$ cat src/rtl/decimal_value_entry_pkg.sv
// ---------------------------------------------------------------------------
// decimal_value_entry_pkg
// Shared types and constants for the decimal keystroke entry block.
//   de_state_t      : controller states
//   de_digit_buf_t  : packed digit buffer at the default depth, [0] = LS digit
//   DE_BASE         : decimal base used for digit legality
//   POWERS_OF_10    : 10^n table, used to derive the largest enterable value
// ---------------------------------------------------------------------------
package decimal_value_entry_pkg;

  typedef enum logic [2:0] {
    DE_IDLE,
    DE_EDIT,
    DE_CONVERT,
    DE_CHECK,
    DE_DONE
  } de_state_t;

  localparam int DE_BASE               = 10;
  localparam int DE_DIGIT_W            = 4;
  localparam int DE_MAX_DIGITS_DEFAULT = 2;

  typedef logic [DE_MAX_DIGITS_DEFAULT-1:0][DE_DIGIT_W-1:0] de_digit_buf_t;

  // 10^n for every legal buffer depth (0..4).
  localparam int unsigned POWERS_OF_10 [5] = '{1, 10, 100, 1000, 10000};

endpackage

$ cat src/rtl/decimal_value_entry_mac.sv
// ---------------------------------------------------------------------------
// dec_mac_sat
// Combinational multiply-accumulate step for decimal-to-binary conversion:
// result = acc*10 + d, built from shifts, saturating at all-ones.
// Ports:
//   acc    in  W   running accumulator
//   d      in  4   next digit (0..9)
//   result out W   acc*10+d, or all-ones when saturated
//   sat    out 1   set when the true result does not fit in W bits
// ---------------------------------------------------------------------------
module dec_mac_sat
  import decimal_value_entry_pkg::*;
#(
  parameter int W = 9
) (
  input  logic [W-1:0]          acc,
  input  logic [DE_DIGIT_W-1:0] d,
  output logic [W-1:0]          result,
  output logic                  sat
);

  // Four guard bits hold acc*10+9 without wrapping.
  logic [W+3:0] wide;

  always_comb begin
    wide   = ({4'b0000, acc} << 3) + ({4'b0000, acc} << 1) + {{W{1'b0}}, d};
    // An already-saturated accumulator stays saturated.
    sat    = (acc == {W{1'b1}}) || (wide[W+3:W] != 4'b0000);
    result = sat ? {W{1'b1}} : wide[W-1:0];
  end

endmodule

$ cat src/rtl/decimal_value_entry.sv
// ---------------------------------------------------------------------------
// decimal_value_entry
// Turns decimal keystrokes (digits, backspace, enter, cancel) into a clamped
// binary option value. Digits are converted serially, MS digit first, one
// per clock, then range-checked against [min_value, max_value].
// Ports:
//   clk, reset_n     clock, synchronous active-low reset
//   start            open an edit session (IDLE only)
//   cur_value        returned when enter is pressed with an empty buffer
//   min_value        inclusive lower clamp
//   max_value        inclusive upper clamp (wins if min_value > max_value)
//   digit_valid,digit  digit strobe and code (0..9 legal)
//   backspace, enter, cancel  editing controls, priority cancel>enter>bs>digit
//   editing          high in EDIT
//   busy             high in CONVERT/CHECK
//   digits_out       live buffer, [0] = least significant, unused slots 0
//   digit_count      digits held
//   value_out        committed value, held until next commit
//   value_valid      one-cycle commit pulse
//   range_err        clamping occurred on the last commit
//   cancelled        one-cycle abort pulse
// Build option: DIGIT_ENTRY_AUTOCOMMIT_EN - filling the buffer starts the
// conversion immediately; only cancel is honoured in the first CONVERT cycle.
// ---------------------------------------------------------------------------
module decimal_value_entry
  import decimal_value_entry_pkg::*;
#(
  parameter int W_OUT      = 8,
  parameter int MAX_DIGITS = DE_MAX_DIGITS_DEFAULT
) (
  input  logic                                 clk,
  input  logic                                 reset_n,
  input  logic                                 start,
  input  logic [W_OUT-1:0]                     cur_value,
  input  logic [W_OUT-1:0]                     min_value,
  input  logic [W_OUT-1:0]                     max_value,
  input  logic                                 digit_valid,
  input  logic [DE_DIGIT_W-1:0]                digit,
  input  logic                                 backspace,
  input  logic                                 enter,
  input  logic                                 cancel,
  output logic                                 editing,
  output logic                                 busy,
  output logic [MAX_DIGITS-1:0][DE_DIGIT_W-1:0] digits_out,
  output logic [2:0]                           digit_count,
  output logic [W_OUT-1:0]                     value_out,
  output logic                                 value_valid,
  output logic                                 range_err,
  output logic                                 cancelled
);

`ifdef DIGIT_ENTRY_AUTOCOMMIT_EN
  localparam bit AUTOCOMMIT = 1'b1;
`else
  localparam bit AUTOCOMMIT = 1'b0;
`endif

  localparam int ACC_W = W_OUT + 1;
  localparam int IDX_W = (MAX_DIGITS > 1) ? $clog2(MAX_DIGITS) : 1;

  // Saturation can only happen if the largest enterable number overflows
  // the accumulator; otherwise the sticky flag is irrelevant.
  localparam int unsigned     MAX_ENTRY    = POWERS_OF_10[MAX_DIGITS] - 1;
  localparam longint unsigned ACC_ALL_ONES = (64'd1 << ACC_W) - 64'd1;
  localparam bit              CAN_SAT      = (64'(MAX_ENTRY) > ACC_ALL_ONES);

  typedef logic [MAX_DIGITS-1:0][DE_DIGIT_W-1:0] digit_buf_t;

  de_state_t        state_reg;
  digit_buf_t       buf_reg;
  digit_buf_t       buf_up;
  digit_buf_t       buf_down;
  logic [2:0]       count_reg;
  logic [IDX_W-1:0] idx_reg;
  logic [ACC_W-1:0] acc_reg;
  logic             sat_reg;
  logic [W_OUT-1:0] result_reg;
  logic             result_err_reg;
  logic             auto_first_reg;
  logic [ACC_W-1:0] mac_result;
  logic             mac_sat;
  logic             digit_ok;

  // Shift-in (new digit at [0]) and shift-out (top slot zeroed) views.
  for (genvar gi = 0; gi < MAX_DIGITS; gi++) begin : g_shift
    if (gi == 0) begin : g_lo
      assign buf_up[gi] = digit;
    end else begin : g_hi
      assign buf_up[gi] = buf_reg[gi-1];
    end
    if (gi == MAX_DIGITS - 1) begin : g_top
      assign buf_down[gi] = '0;
    end else begin : g_mid
      assign buf_down[gi] = buf_reg[gi+1];
    end
  end

  assign digit_ok = digit_valid && (digit < 4'(DE_BASE)) &&
                    (count_reg < 3'(MAX_DIGITS));

  dec_mac_sat #(.W(ACC_W)) u_mac (
    .acc    (acc_reg),
    .d      (buf_reg[idx_reg]),
    .result (mac_result),
    .sat    (mac_sat)
  );

  assign digits_out  = buf_reg;
  assign digit_count = count_reg;

  always_ff @(posedge clk) begin
    if (!reset_n) begin
      state_reg      <= DE_IDLE;
      buf_reg        <= '0;
      count_reg      <= '0;
      idx_reg        <= '0;
      acc_reg        <= '0;
      sat_reg        <= 1'b0;
      result_reg     <= '0;
      result_err_reg <= 1'b0;
      auto_first_reg <= 1'b0;
      editing        <= 1'b0;
      busy           <= 1'b0;
      value_out      <= '0;
      value_valid    <= 1'b0;
      range_err      <= 1'b0;
      cancelled      <= 1'b0;
    end else begin
      value_valid    <= 1'b0;
      cancelled      <= 1'b0;
      auto_first_reg <= 1'b0;
      case (state_reg)
        DE_IDLE: begin
          if (start) begin
            state_reg <= DE_EDIT;
            buf_reg   <= '0;
            count_reg <= '0;
            editing   <= 1'b1;
          end
        end

        DE_EDIT: begin
          if (cancel) begin
            state_reg <= DE_IDLE;
            editing   <= 1'b0;
            cancelled <= 1'b1;
          end else if (enter) begin
            // Empty buffer skips conversion but keeps the same latency path.
            state_reg <= (count_reg != 3'd0) ? DE_CONVERT : DE_CHECK;
            editing   <= 1'b0;
            busy      <= 1'b1;
            acc_reg   <= '0;
            sat_reg   <= 1'b0;
            idx_reg   <= IDX_W'(count_reg - 3'd1);
          end else if (backspace) begin
            if (count_reg != 3'd0) begin
              buf_reg   <= buf_down;
              count_reg <= count_reg - 3'd1;
            end
          end else if (digit_ok) begin
            buf_reg   <= buf_up;
            count_reg <= count_reg + 3'd1;
            if (AUTOCOMMIT && (count_reg == 3'(MAX_DIGITS - 1))) begin
              state_reg      <= DE_CONVERT;
              editing        <= 1'b0;
              busy           <= 1'b1;
              acc_reg        <= '0;
              sat_reg        <= 1'b0;
              idx_reg        <= IDX_W'(MAX_DIGITS - 1);
              auto_first_reg <= 1'b1;
            end
          end
        end

        DE_CONVERT: begin
          if (auto_first_reg && cancel) begin
            // An implicit commit can still be aborted in its first cycle.
            state_reg <= DE_IDLE;
            busy      <= 1'b0;
            cancelled <= 1'b1;
          end else begin
            acc_reg <= mac_result;
            sat_reg <= sat_reg | mac_sat;
            if (idx_reg == '0) begin
              state_reg <= DE_CHECK;
            end else begin
              idx_reg <= idx_reg - IDX_W'(1);
            end
          end
        end

        DE_CHECK: begin
          busy      <= 1'b0;
          state_reg <= DE_DONE;
          if (count_reg == 3'd0) begin
            result_reg     <= cur_value;
            result_err_reg <= 1'b0;
          end else if ((CAN_SAT && sat_reg) || (acc_reg > {1'b0, max_value}) ||
                       (min_value > max_value)) begin
            // The upper clamp is tested first so an empty range yields max.
            result_reg     <= max_value;
            result_err_reg <= 1'b1;
          end else if (acc_reg < {1'b0, min_value}) begin
            result_reg     <= min_value;
            result_err_reg <= 1'b1;
          end else begin
            result_reg     <= acc_reg[W_OUT-1:0];
            result_err_reg <= 1'b0;
          end
        end

        DE_DONE: begin
          value_out   <= result_reg;
          range_err   <= result_err_reg;
          value_valid <= 1'b1;
          state_reg   <= DE_IDLE;
        end

        default: begin
          state_reg <= DE_IDLE;
          editing   <= 1'b0;
          busy      <= 1'b0;
        end
      endcase
    end
  end

endmodule

$ cat config.mk
export PLATFORM = sky130hd
export DESIGN_NAME = decimal_value_entry
export DESIGN_NICKNAME = d
export VERILOG_FILES = /design/src/rtl/decimal_value_entry_pkg.sv /design/src/rtl/decimal_value_entry_mac.sv /design/src/rtl/decimal_value_entry.sv
export SDC_FILE = /design/constraint.sdc
export NUM_CORES = 1
export LEC_CHECK = 0
export ABC_AREA = 1
export BUFFER_PORTS_ARGS = -buffer_cell sky130_fd_sc_hd__buf_2
export CAP_MARGIN = 15
export CORE_MARGIN = 2
export CORE_UTILIZATION = 57
export DETAILED_ROUTE_END_ITERATION = 10
export GPL_ROUTABILITY_DRIVEN = 1
export GPL_TIMING_DRIVEN = 0
export HOLD_SLACK_MARGIN = 0.02
export PLACE_DENSITY = 0.89
export SLEW_MARGIN = 10
export SYNTH_ARGS = -nofsm -noshare
export SYNTH_HDL_FRONTEND = slang
export SYNTH_SLANG_ARGS = --single-unit
$ cat constraint.sdc
create_clock -name clk -period 3.8 [get_ports clk]
set_input_delay 0.76 -clock clk [delete_from_list [all_inputs] [get_ports clk]]
set_output_delay 0.76 -clock clk [all_outputs]
set_load 0.05 [all_outputs]
Yosys cells after proc, flatten, opt, wreduce, memory -nomap -nowiden

Index checks and enable logic that the tools add are counted.

Magnitude comparators: 6
$add $sub $neg: 5
Reductions and logical operators: 18
Bitwise operators: 2
Muxes and demuxes: 45
Equality and inequality tests: 13

Operators by type and width:

| kind               | count |
|---|---|
| $mux 8             | 9 |
| $mux 3             | 10 |
| $mux 9             | 3 |
| $pmux 9 s2         | 1 |
| $pmux 8 s2         | 1 |
| $mux 1             | 14 |
| $add 12x10->13     | 1 |
| $add 13x4->13      | 1 |
| $pmux 3 s4         | 1 |
| $reduce_and 3->1   | 4 |
| $ne 2x2->1 const B | 5 |
| $eq 9x9->1 const B | 1 |
| $gt 9x8->1         | 1 |
| $lt 9x8->1         | 1 |
| $ne 3x3->1 const B | 3 |
| $gt 8x8->1         | 1 |
| $mux 4             | 2 |
| $eq 3x2->1 const B | 2 |
| $logic_not 3->1    | 2 |
| $pmux 3 s2         | 1 |
| $reduce_and 6->1   | 1 |
| $reduce_or 3->1    | 2 |
| $lt 4x4->1 const B | 1 |
| $pmux 1 s2         | 2 |
| 15 further kinds   | 19 |

Bits in registers: 46
Word-level logic and storage cells: 103

Depth between registers and ports, before layout

Depth after elaboration: 8
Mapped depth: 18

Modules after synthesis

Synthesis repeated with hierarchy kept, for this count alone.

Cells, all modules: 558
Area total of the unflattened synthesis: 3604.7 µm²

Modules (own cells, without submodules):

| module              | cells each | times used | seq. area each (µm²) | area an instance (µm²) |
|---|---|---|---|---|
| decimal_value_entry | 442        | 1          | 920.9                | 2896.5 |
| dec_mac_sat         | 116        | 1          | 0.0                  | 708.2 |

Worst setup path after synthesis

No wires, ideal clock.

Path type: reg2reg
From: register buf_reg, in the netlist digits_out[7]
To: register acc_reg[1]
Arrival: 2.865 ns
Slack: 0.803 ns
Cell stages (with the launch flop): 17
Path buffers: 0
Cells stage by stage: dfxtp_1 -> inv_1 -> nand2_1 -> o21ai_0 -> fa_1 -> inv_1 -> fa_1 -> nand3_1 -> nand2_1 -> nand2_1 -> nand2_1 -> nand3_1 -> nand2_1 -> nor2_1 -> nand3_1 -> nand2_1 -> a21oi_1

Word-level cells in the longest chain between the ends: 7

Ends and longest elaborated chain:

| element                                   | line                          | RTL |
|---|---|---|
| start: declaration                        | decimal_value_entry.sv:70     | `digit_buf_t buf_reg;` |
| start signal: assignment                  | decimal_value_entry.sv:157    | `buf_reg <= buf_down;` |
| start signal: assignment                  | decimal_value_entry.sv:161    | `buf_reg <= buf_up;` |
| $mux 4 (not written as such) (2 in a row) | decimal_value_entry.sv:103    | `.d (buf_reg[idx_reg]),` |
| $add 13x4->13                             | decimal_value_entry_mac.sv:26 | `wide = ({4'b0000, acc} << 3) + ({4'b0000, acc} << 1) + {{W{1'b0}}, d};` |
| $reduce_bool 4->1                         | decimal_value_entry_mac.sv:28 | `sat = (acc == {W{1'b1}}) \|\| (wide[W+3:W] != 4'b0000);` |
| $logic_or 1x1->1                          | decimal_value_entry_mac.sv:28 |  |
| $mux 9                                    | decimal_value_entry_mac.sv:29 | `result = sat ? {W{1'b1}} : wide[W-1:0];` |
| $pmux 9 s2                                | decimal_value_entry.sv:132    | `case (state_reg)` |
| end signal: assignment                    | decimal_value_entry.sv:182    | `acc_reg <= mac_result;` |
| end: declaration                          | decimal_value_entry.sv:75     | `logic [ACC_W-1:0] acc_reg;` |

Every way passes these cells. The select of a mux whose other input is x is not followed.
A chain may end at the register's enable or synchronous reset.

Worst setup path in the final report

From: register idx_reg
To: register acc_reg[7]

Word-level cells in the longest chain between the ends: 7

Ends and longest elaborated chain:

| element                                     | line                          | RTL |
|---|---|---|
| start: declaration                          | decimal_value_entry.sv:74     | `logic [IDX_W-1:0] idx_reg;` |
| start signal: assignment                    | decimal_value_entry.sv:154    | `idx_reg <= IDX_W'(count_reg - 3'd1);` |
| start signal: assignment                    | decimal_value_entry.sv:169    | `idx_reg <= IDX_W'(MAX_DIGITS - 1);` |
| start signal: assignment                    | decimal_value_entry.sv:187    | `idx_reg <= idx_reg - IDX_W'(1);` |
| $mux 4 (not written as such) * (2 in a row) | decimal_value_entry.sv:103    |  |
| $add 13x4->13 *                             | decimal_value_entry_mac.sv:26 |  |
| $reduce_bool 4->1                           | decimal_value_entry_mac.sv:28 |  |
| $logic_or 1x1->1                            | decimal_value_entry_mac.sv:28 |  |
| $mux 9 *                                    | decimal_value_entry_mac.sv:29 |  |
| $pmux 9 s2 *                                | decimal_value_entry.sv:132    |  |

Mark *: on every way between the ends. The rest lies on a longest branch, timed or not. The select of a mux whose other input is x is not followed.

==> results.ini <==
[cts]
postCtsHoldBufs = 0
cts_root_buf = clkbuf_8
post_cts_buffers = 0
path_clk_slew_ns = 0.09
cts.sink_count = 46
insertion_delay_ns = 0.31
cts_tree = built
ctsResizeCount = 0
numCtsBuffers = 5
clockBufferDepth = 2
htree_levels = 2

[global_route]
grt_pass1_vias = 3247
grt_max_degree = 16
grtUsageMet3_pct = 3.48
use_met2_pct = 46.8
grt_pass1_wl_um = 14000
grt_overflow = 0
grt_use_total_pct = 26.2
gr-usage-met1_pct = 33.0
grt-busiest-layer = met2
antenna_found_initial = 0

[floorplanning]
die_area_um2 = 6800
die_y_um = 82.5
core_um2 = 5920
die_w_um = 82.5
start_util_pct = 59.3
placementRows = 28
top_level_ports = 59

[timing]
hold_viol = 0
period_needed_ns = 3.24
slew_viol_final = 0
fin_skew_ns = 0.0127
fin_tns_setup_ns = 0
period_share_pct = 85.4
rsz0062_at_grt = false
worst_slew_pin_slew_ns = 0.592
fmax_ghz = 0.308
finalWorstSetupSlack_ns = 0.557
slew_headroom_pct = 60.4
setup_viol = 0

[critical_path]
cp_common_cell = nand2_1
start_kind = register
cp.arrival_ns = 3.41
cp_cell_sequence = clkbuf_1 > o21ai_0 > fa_1 > inv_1 > fa_1 > nand3_1 > nand2_1 > nand2_1 > nand2_1 > nand3_1 > nand2_1 > nor2_1 > nand3_1 > nand2_1 > a21oi_1
slowest_delay_ns = 0.51
cp_max_fo = 10
crit_type = register to register
crit_required_ns = 3.97
end_kind = register
slowest_stage = fa_1

[layout]
final_nets = 686
seq_area_um2 = 921
final_util_pct = 67.2
fill_cells = 534
multiInputGateArea_um2 = 2210
largest_reg_flops = 9
antenna_cells = 0
area_delta_synth_final_pct = 13.4
final_layout_size_suffix_gt1_share_pct = 12.9

[power]
powerDensity_nw_per_um2 = 356
vdd_ir_drop_max_uv = 283
power.total_uw = 1420
leakage_uw = 0.00219

[detailed_routing]
drt_first_pass_iters = 5
finalWirelength_um = 8480
num_vias = 3610
routed_via_density = 5.29
antenna_left = 0
wl_per_cell_um = 12.4
drc = 0
drt-initial-drc-count = 174

[synth]
syn_area_per_cell_um2 = 6.48
syn_nets = 622
syn_area_um2 = 3510
synth_cell_types = 36
synth_cells = 542
synth_seq_cells = 46
seq_area_frac_synth_pct = 26.2
yosys_warnings = 0

[placed_design]
dp_hpwl_um = 6740
gp_congestion = 0.913
port_buffers = 57
place_ws_ns = 0.549

[status]
status = complete, no violations

[hold_path]
hp-class = register to register

[flow_run]
drv_cap = 0

[placed cells by master, fill, tap and decap left out, types with 2 or more instances in the layout]
cell type and instances:
buf_2 58, o31ai_1 2, ha_1 43, nor2_2 2
fa_1 2, xnor2_1 5, clkinv_1 3, o21ai_1 6
a21oi_1 43, nand2_1 150, a211oi_1 3, buf_6 2
nor3_1 3, clkbuf_8 5, nand3_1 32, o21a_1 2
dfxtp_1 46, nor2_1 59, o21ai_0 27, clkbuf_1 9
inv_1 79, nand4_1 8
[cells by family after synthesis]
logic type / after synthesis / synth area share (%)
buf+inv: 95 / 10.7
simple gates: 260 / 31.0
compound gates: 90 / 14.1
flops: 46 / 26.2
fa+ha+maj: 45 / 16.5
xor+xnor: 6 / 1.50
[report_power, final]
part / switching [uW] / internal, uW
Combinational: 393 / 169
Clock: 171 / 129
Sequential: 30.7 / 522
Total: 595 / 820
[through the flow]
step,hold WS [ns],cell area [um^2],instances
6_report,0.480,3980,682
5_1_grt,0.513,3980,682
4_1_cts,0.478,3980,682
3_5_place_dp,0.465,3890,674
3_3_place_gp,0.452,3890,674
2_1_floorplan,0.442,3510,542
[worst max-delay path: cells and delay by family, from the launching register on]
| kind | cells | cell delay [ns] |
|---|---|---|
| fa+ha+maj | 2 | 0.97 |
| compound gates | 2 | 0.27 |
| simple gates | 9 | 1.20 |
| flops | 1 | 0.32 |
| buf+inv | 2 | 0.37 |
[worst paths after layout]
| path | start | endpoint | slack, ns | cells after the start |
|---|---|---|---|---|
| setup reg to reg | idx_reg | acc_reg[7] | 0.56 | 15 |
| hold reg to reg | value_out[2] | value_out[2] | 0.48 | 2 |
| hold / removal | value_out[2] | value_out[2] | 0.48 | 2 |
| setup / recovery | idx_reg | acc_reg[7] | 0.56 | 15 |
[area by class of cell]
class / instances / share of cell area [%]
plain buffers: 12 / 1.54
clock buffers: 5 / 1.73
clock inverters: 3 / 0.534
inverters: 83 / 7.89
multi-input cells: 401 / 55.6
flip-flops and latches: 46 / 23.1
well taps: 75 / 2.36
repair buffers: 57 / 7.17
[per-layer routing]
metal	wire (um)	vias to the layer above
met5	0	-
met4	121	0
met3	378	12
met2	4210	94
met1	3770	1632
li1	-	1872
[Yosys cell counts]
master     count  area, um^2
a211oi_1       3        22.5
a211oi_2       1        12.5
a21oi_1       43         215
a21oi_2        1        8.76
a221oi_1       1        8.76
buf_2          1        5.00
buf_6          2        22.5
clkbuf_1       9        33.8
clkinv_1       3        11.3
dfxtp_1       46         921
fa_1           2        40.0
ha_1          43         538
inv_1         79         297
inv_4          1        6.26
nand2_1      150         563
nand2_2        1        6.26
nand3_1       32         160
nand3_2        1        10.0
nand4_1        8        50.1
nor2_1        59         221
nor2_2         2        12.5
nor2_8         1        20.0
nor3_1         3        15.0
nor3_4         1        16.3
o2111ai_1      1        8.76
o211a_1        1        10.0
o211ai_1       1        7.51
o21a_1         2        15.0
o21ai_0       27         135
o21ai_1        6        30.0
o21bai_1       1        7.51
o31ai_1        2        15.0
or2_0          1        6.26
or2_2          1        6.26
xnor2_1        5        43.8
xor2_1         1        8.76
Note: power is estimated with default switching activity, not from simulation.
